## src/rtl/stack_op_sequencer_if.sv

```systemverilog
// Execute/memory-side signal bundle for stack_op_sequencer.
// slave = the sequencer itself, master = the surrounding pipeline.
interface stack_op_sequencer_if;
  logic        int_req;
  logic        call_req;
  logic        ret_req;
  logic        rti_req;
  logic [31:0] ret_pc;
  logic [2:0]  flags_in;
  logic [15:0] pop_data;
  logic        mem_read;
  logic        mem_write;
  logic        mem_push;
  logic        mem_pop;
  logic [1:0]  mem_addr_sel;
  logic [1:0]  mem_wsrc_sel;
  logic [31:0] save_pc;
  logic [2:0]  save_flags;
  logic        pc_choose_memory;
  logic        interrupt_out;
  logic        flags_restore;
  logic [2:0]  flags_out;
  logic        stall;
  logic        busy;

  modport slave (
    input  int_req, call_req, ret_req, rti_req, ret_pc, flags_in, pop_data,
    output mem_read, mem_write, mem_push, mem_pop, mem_addr_sel, mem_wsrc_sel,
           save_pc, save_flags, pc_choose_memory, interrupt_out, flags_restore,
           flags_out, stall, busy
  );

  modport master (
    output int_req, call_req, ret_req, rti_req, ret_pc, flags_in, pop_data,
    input  mem_read, mem_write, mem_push, mem_pop, mem_addr_sel, mem_wsrc_sel,
           save_pc, save_flags, pc_choose_memory, interrupt_out, flags_restore,
           flags_out, stall, busy
  );
endinterface

```

## src/rtl/stack_op_sequencer.sv

```systemverilog
// Expands CALL/RET/RTI/interrupt into 16-bit stack push/pop micro-ops and stalls the front end.
// Optional macro INT_MASK_EN adds an interrupt-enable flag cleared on entry and restored by RTI.
module stack_op_sequencer #(
  parameter logic [31:0] VECTOR_PC = 32'h0000_0000
) (
  input  logic              clk,
  input  logic              reset,
  stack_op_sequencer_if.slave bus
);

  typedef enum logic [2:0] {
    IDLE, PUSH_HI, PUSH_LO, PUSH_FL, VECTOR, POP_FL, POP_LO, POP_HI
  } state_e;

  typedef enum logic [1:0] {K_CALL, K_INT, K_RET, K_RTI} kind_e;

  state_e      state_q, state_d;
  kind_e       kind_q, kind_d;
  logic        int_pending_q, int_pending_d;
  logic [31:0] save_pc_q;
  logic [2:0]  save_flags_q;
  logic [2:0]  flags_out_q;
  logic        flags_restore_q;
  logic        accept;
  logic        int_accept;
  logic        int_ok;

  // VECTOR_PC is applied by the memory stage; only pop_data[2:0] carries flags.
  logic unused_bits;
  assign unused_bits = ^{VECTOR_PC, bus.pop_data[15:3]};

`ifdef INT_MASK_EN
  logic int_en_q, int_en_d;

  always_comb begin
    int_en_d = int_en_q;
    if (int_accept)
      int_en_d = 1'b0;
    else if (state_q == POP_HI && kind_q == K_RTI)
      int_en_d = 1'b1;
  end

  always_ff @(posedge clk) begin
    if (reset) int_en_q <= 1'b1;
    else       int_en_q <= int_en_d;
  end

  assign int_ok = int_en_q;
`else
  assign int_ok = 1'b1;
`endif

  always_comb begin
    state_d    = state_q;
    kind_d     = kind_q;
    accept     = 1'b0;
    int_accept = 1'b0;
    case (state_q)
      IDLE: begin
        if (bus.rti_req) begin
          state_d = POP_FL;  kind_d = K_RTI;  accept = 1'b1;
        end else if (bus.ret_req) begin
          state_d = POP_LO;  kind_d = K_RET;  accept = 1'b1;
        end else if (bus.call_req) begin
          state_d = PUSH_HI; kind_d = K_CALL; accept = 1'b1;
        end else if (int_pending_q && int_ok) begin
          state_d = PUSH_HI; kind_d = K_INT;  accept = 1'b1; int_accept = 1'b1;
        end
      end
      PUSH_HI: state_d = PUSH_LO;
      PUSH_LO: state_d = (kind_q == K_INT) ? PUSH_FL : IDLE;
      PUSH_FL: state_d = VECTOR;
      VECTOR:  state_d = IDLE;
      POP_FL:  state_d = POP_LO;
      POP_LO:  state_d = POP_HI;
      POP_HI:  state_d = IDLE;
      default: state_d = IDLE;
    endcase
  end

  // A request seen on the accept edge re-arms the pending flag for a later round.
  assign int_pending_d = (int_pending_q & ~int_accept) | bus.int_req;

  always_ff @(posedge clk) begin
    if (reset) begin
      state_q         <= IDLE;
      kind_q          <= K_CALL;
      int_pending_q   <= 1'b0;
      save_pc_q       <= 32'h0;
      save_flags_q    <= 3'b000;
      flags_out_q     <= 3'b000;
      flags_restore_q <= 1'b0;
    end else begin
      state_q         <= state_d;
      kind_q          <= kind_d;
      int_pending_q   <= int_pending_d;
      flags_restore_q <= (state_q == POP_FL);
      if (accept) begin
        save_pc_q    <= bus.ret_pc;
        save_flags_q <= bus.flags_in;
      end
      if (state_q == POP_FL)
        flags_out_q <= bus.pop_data[2:0];
    end
  end

  always_comb begin
    bus.mem_read         = 1'b0;
    bus.mem_write        = 1'b0;
    bus.mem_push         = 1'b0;
    bus.mem_pop          = 1'b0;
    bus.mem_addr_sel     = 2'b00;
    bus.mem_wsrc_sel     = 2'b00;
    bus.pc_choose_memory = 1'b0;
    bus.interrupt_out    = 1'b0;
    case (state_q)
      PUSH_HI, PUSH_LO, PUSH_FL: begin
        bus.mem_write    = 1'b1;
        bus.mem_push     = 1'b1;
        bus.mem_addr_sel = 2'b10;
        if (state_q == PUSH_HI)      bus.mem_wsrc_sel = 2'b01;
        else if (state_q == PUSH_LO) bus.mem_wsrc_sel = 2'b10;
      end
      POP_FL, POP_LO, POP_HI: begin
        bus.mem_read         = 1'b1;
        bus.mem_pop          = 1'b1;
        bus.mem_addr_sel     = 2'b10;
        bus.pc_choose_memory = (state_q == POP_HI);
      end
      VECTOR:  bus.interrupt_out = 1'b1;
      default: ;
    endcase
  end

  assign bus.busy          = (state_q != IDLE);
  assign bus.stall         = bus.busy | accept;
  assign bus.save_pc       = save_pc_q;
  assign bus.save_flags    = save_flags_q;
  assign bus.flags_out     = flags_out_q;
  assign bus.flags_restore = flags_restore_q;

endmodule

```

## src/flat_wrapper.sv

```systemverilog
// flat-port wrapper written by rule: the top's interface ports become plain ports
module stack_op_sequencer_flat 
#(
  parameter logic [31:0] VECTOR_PC = 32'h0000_0000
)
  (clk, reset, bus_int_req, bus_call_req, bus_ret_req, bus_rti_req, bus_ret_pc, bus_flags_in, bus_pop_data, bus_mem_read, bus_mem_write, bus_mem_push, bus_mem_pop, bus_mem_addr_sel, bus_mem_wsrc_sel, bus_save_pc, bus_save_flags, bus_pc_choose_memory, bus_interrupt_out, bus_flags_restore, bus_flags_out, bus_stall, bus_busy);
  stack_op_sequencer_if bus_i ();
  input  logic clk;
  input  logic reset;
  input wire logic [$bits(bus_i.int_req)-1:0] bus_int_req;
  input wire logic [$bits(bus_i.call_req)-1:0] bus_call_req;
  input wire logic [$bits(bus_i.ret_req)-1:0] bus_ret_req;
  input wire logic [$bits(bus_i.rti_req)-1:0] bus_rti_req;
  input wire logic [$bits(bus_i.ret_pc)-1:0] bus_ret_pc;
  input wire logic [$bits(bus_i.flags_in)-1:0] bus_flags_in;
  input wire logic [$bits(bus_i.pop_data)-1:0] bus_pop_data;
  output wire logic [$bits(bus_i.mem_read)-1:0] bus_mem_read;
  output wire logic [$bits(bus_i.mem_write)-1:0] bus_mem_write;
  output wire logic [$bits(bus_i.mem_push)-1:0] bus_mem_push;
  output wire logic [$bits(bus_i.mem_pop)-1:0] bus_mem_pop;
  output wire logic [$bits(bus_i.mem_addr_sel)-1:0] bus_mem_addr_sel;
  output wire logic [$bits(bus_i.mem_wsrc_sel)-1:0] bus_mem_wsrc_sel;
  output wire logic [$bits(bus_i.save_pc)-1:0] bus_save_pc;
  output wire logic [$bits(bus_i.save_flags)-1:0] bus_save_flags;
  output wire logic [$bits(bus_i.pc_choose_memory)-1:0] bus_pc_choose_memory;
  output wire logic [$bits(bus_i.interrupt_out)-1:0] bus_interrupt_out;
  output wire logic [$bits(bus_i.flags_restore)-1:0] bus_flags_restore;
  output wire logic [$bits(bus_i.flags_out)-1:0] bus_flags_out;
  output wire logic [$bits(bus_i.stall)-1:0] bus_stall;
  output wire logic [$bits(bus_i.busy)-1:0] bus_busy;
  assign bus_i.int_req = bus_int_req;
  assign bus_i.call_req = bus_call_req;
  assign bus_i.ret_req = bus_ret_req;
  assign bus_i.rti_req = bus_rti_req;
  assign bus_i.ret_pc = bus_ret_pc;
  assign bus_i.flags_in = bus_flags_in;
  assign bus_i.pop_data = bus_pop_data;
  assign bus_mem_read = bus_i.mem_read;
  assign bus_mem_write = bus_i.mem_write;
  assign bus_mem_push = bus_i.mem_push;
  assign bus_mem_pop = bus_i.mem_pop;
  assign bus_mem_addr_sel = bus_i.mem_addr_sel;
  assign bus_mem_wsrc_sel = bus_i.mem_wsrc_sel;
  assign bus_save_pc = bus_i.save_pc;
  assign bus_save_flags = bus_i.save_flags;
  assign bus_pc_choose_memory = bus_i.pc_choose_memory;
  assign bus_interrupt_out = bus_i.interrupt_out;
  assign bus_flags_restore = bus_i.flags_restore;
  assign bus_flags_out = bus_i.flags_out;
  assign bus_stall = bus_i.stall;
  assign bus_busy = bus_i.busy;
  stack_op_sequencer #(.VECTOR_PC(VECTOR_PC)) u_core (.clk(clk), .reset(reset), .bus(bus_i));
endmodule
```

## config.mk

```make
export PLATFORM = sky130hd
export DESIGN_NAME = stack_op_sequencer_flat
export DESIGN_NICKNAME = d
export VERILOG_FILES = /design/src/rtl/stack_op_sequencer_if.sv /design/src/rtl/stack_op_sequencer.sv /design/src/flat_wrapper.sv
export SDC_FILE = /design/constraint.sdc
export NUM_CORES = 1
export LEC_CHECK = 0
export CAP_MARGIN = 10
export CORE_MARGIN = 1
export CORE_UTILIZATION = 45
export DETAILED_ROUTE_END_ITERATION = 8
export DONT_BUFFER_PORTS = 1
export GPL_TIMING_DRIVEN = 0
export SYNTH_ARGS = -nofsm -noshare
export SYNTH_HDL_FRONTEND = slang
export SYNTH_SLANG_ARGS = --single-unit
```

## constraint.sdc

```tcl
create_clock -name clk -period 1.6 [get_ports clk]
set_clock_uncertainty 0.05 [all_clocks]
set_input_delay 0.32 -clock clk [delete_from_list [all_inputs] [get_ports clk]]
set_output_delay 0.32 -clock clk [all_outputs]
set_load 0.03 [all_outputs]
```

==> flow_summary_export.csv <==
group,metric,value,unit
synth,synth_warnings,0,
synth,async_flop_share,0,%
synth,synthCells,219,
placed_design,gp_congestion,0.826,
cells_and_area,finalInstanceArea,2610,um^2
worst_setup_path,slowest_delay,460,ps
detailed_routing,drtPass1Iterations,6,
clock_network,cts_buffers,5,
cells_and_area,layout-drive-gt1-share,20.1,%
worst_hold_path,hold_class,"in2reg",
clock_network,clk_pin_slew,80,ps
sta,period_share,104,%
worst_setup_path,path_cells,"or3_4 > a21oi_2 > buf_6 > buf_12 > clkbuf_16 > mux2i_1",
worst_setup_path,worst_setup_path_start_kind,"flip-flop",
detailed_routing,wl_per_cell,16.6,um
worst_setup_path,worstSetupPathType,"reg2reg",
grt,antenna_found_initial,0,
synth,synth-edff-count,0,
worst_setup_path,crit_path_end_kind,"flip-flop",
detailed_routing,drt_iter0_markers,49,
placed_design,dpl_cell_area,2210,um^2
floorplanning,start_util,48.1,%
grt,grt_pass1_wl,7470,um
synth,ys_types,32,
worst_hold_path,hold_end,"u_core.bus.save_pc[0]",
sta,setup_violations,31,
worst_setup_path,cp.arrival,1840,ps
worst_setup_path,cp_data_required_time,1780,ps
synth,yosys-top-cells-count,"72 x nand2b_1, 45 x dfxtp_1, 38 x mux2i_1, 13 x nor2_1, 11 x clkbuf_1",
detailed_routing,via_count,1553,
cells_and_area,antenna_cells,0,
synth,netlist_top_cells_area,"dfxtp_1 42%, nand2b_1 21%, mux2i_1 18%",
sta,grt_setup_unrepaired,"yes",
floorplanning,dieHeight,70.9,um
synth,synth_nets,276,
synth,ys_seq_elements,45,
sta,hold_slack,127,ps
detailed_routing,viasPerCell,5.25,
grt,grt_pass1_vias,1632,
floorplanning,rows,24,
job,maxCapViolations,0,
grt,grt-ovfl-total,0,
synth,synth_top_area_share,42.2,%
clock_network,cts_hold_buffers,0,
placed_design,portBuffers,0,
power_and_ir_drop,finalPower,5050,uW
detailed_routing,totalWireLength,4900,um
power_and_ir_drop,peakVddDrop,0.00104,V
power_and_ir_drop,power_leakage,0.00109,uW
worst_hold_path,hp-start,"bus_ret_pc[0]",
run_status,status,"finished with violations",
worst_setup_path,cp_max_fo,7,
synth,yosysTopAreaCell,"dfxtp_1",
power_and_ir_drop,power_density,1930,nW/um^2
worst_setup_path,cp_slowest_cell,"or3_4",
sta,fmax,0.600,GHz
worst_hold_path,hold_depth,2,
clock_network,h-tree-depth,2,
sta,min_period,1670,ps
grt,grt_use_total,19.0,%
clock_network,cts_root_buf,"clkbuf_8",
worst_setup_path,r2r_cells,6,
grt,grt_max_degree,13,
sta,setup_ws,-65.7,ps
worst_setup_path,r2r_start,"u_core.state_q[2]",
cells_and_area,final_util,58.8,%
worst_setup_path,r2r_end,"u_core.bus.save_pc[1]",
floorplanning,dieArea,5030,um^2
synth,synth.yosys.seq_area_share,42.2,%
clock_network,clock-sinks,45,
detailed_routing,drtAntennaViolNets,0,
cells_and_area,area_growth,22.4,%
run_status,violations,"DRC, setup timing",
floorplanning,die_w,70.9,um
synth,syn-cell-area,2140,um^2
placed_design,hpwl,3310,um
floorplanning,core,4440,um^2
synth,synth.avg_cell_area,9.75,um^2
cells_and_area,fin_nets,300,
synth,synth.most_common_cell,"nand2b_1",
clock_network,clk_path_buf_depth,2,
sta,slew_violations,0,
sta,hold_viol_final,0,
floorplanning,ioPinCount,108,
clock_network,cts_tree,"done",
detailed_routing,route.detailed.drc,12,
clock_network,clk_latency,290,ps
worst_setup_path,r2r_slack,-70,ps
synth,synthFlopType,"dfxtp_1",
-- timing repair --
action / 4_1_cts / 5_1_grt
pin swaps: 2 / 5
setup buffers: 9 / 7
setup endpoints to repair: 39 / 44
gates resized for setup: 27 / 7
cloned: 1 / 1
-- where the power goes --
part           internal, uW  leakage, uW  switching, uW
Sequential             1430     0.000373            701
Combinational          1260     0.000680            984
Clock                   311    0.0000395            364
Total                  3000      0.00109           2050
-- through the flow --
stage / worst slack, ps / instances / TNS [ps]
2_1_floorplan: -114 / 219 / -203
3_3_place_gp: -222 / 271 / -1070
3_5_place_dp: -273 / 271 / -1850
4_1_cts: -95.9 / 289 / -1970
5_1_grt: -137 / 296 / -3140
6_report: -65.7 / 296 / -1300
-- kinds of logic (layout without fill, tap and decap cells) --
| kind of cell | Yosys count | in the layout | share of synthesized area (%) |
|---|---|---|---|
| other | 1 | 1 | 0.176 |
| and+or+nand+nor | 100 | 100 | 27.8 |
| AOI/OAI and AO/OA | 12 | 12 | 4.22 |
| buffers and inverters | 22 | 47 | 7.38 |
| DFF | 45 | 45 | 42.2 |
| xor gates and xnor gates | 1 | 1 | 0.410 |
| muxes | 38 | 38 | 17.8 |
-- cells in the final DEF, fill, tap and decap left out, types with 2 or more instances in the layout --
cell type / count
dfxtp_4: 3
buf_6: 3
a221oi_1: 2
clkbuf_16: 2
nand2b_1: 72
inv_1: 2
nor2_4: 3
mux2i_1: 37
buf_12: 6
dfxtp_1: 42
a21oi_1: 3
clkbuf_8: 5
buf_8: 2
nor2b_1: 2
clkbuf_1: 12
nor2_1: 10
buf_4: 14
-- critical path, delay by kind of cell (launching register included) --
family	cells	cell delay (ps)
and+or+nand+nor	1	460
muxes	1	170
buffers and inverters	3	400
AOI/OAI and AO/OA	1	150
DFF	1	370
-- per-layer routing --
layer,wire [um],global-route usage (%)
met1,1900,20.2
met5,0,0
met3,439,7.41
met4,86,6.22
met2,2480,34.3
-- how the worst max path moves through the flow --
| stage | startpoint | end | slack, ps | cells after the start |
|---|---|---|---|---|
| after global routing | u_core.state_q[2] | u_core.bus.save_flags[1] | -140 | 6 |
| after floorplan | u_core.state_q[2] | bus_mem_read | -110 | 4 |
| after global placement | u_core.state_q[1] | bus_mem_read | -220 | 4 |
| final | u_core.state_q[2] | u_core.bus.save_pc[1] | -70 | 6 |
| after CTS | u_core.state_q[2] | bus_mem_read | -100 | 4 |
| after detailed placement | u_core.state_q[1] | bus_mem_read | -270 | 4 |
-- area by class of cell --
type / count / area, um^2
timing repair buffer: 18 / 215
multi-input combinational: 152 / 1140
fill: 385 / 1830
clock buffer: 8 / 80.1
buffer: 19 / 190
sequential: 45 / 912
inverter: 2 / 7.51
tap: 52 / 65.1
-- registers in the layout, indices dropped and copies added, names as in the netlist --
| name | flops |
|---|---|
| u_core.bus.flags_restore | 1 |
| u_core.bus.flags_out | 3 |
| u_core.bus.save_pc | 32 |
| u_core.bus.save_flags | 3 |
| u_core.int_pending_q | 1 |
| u_core.kind_q | 2 |
| u_core.state_q | 3 |
(Power assumes the default switching activity.)
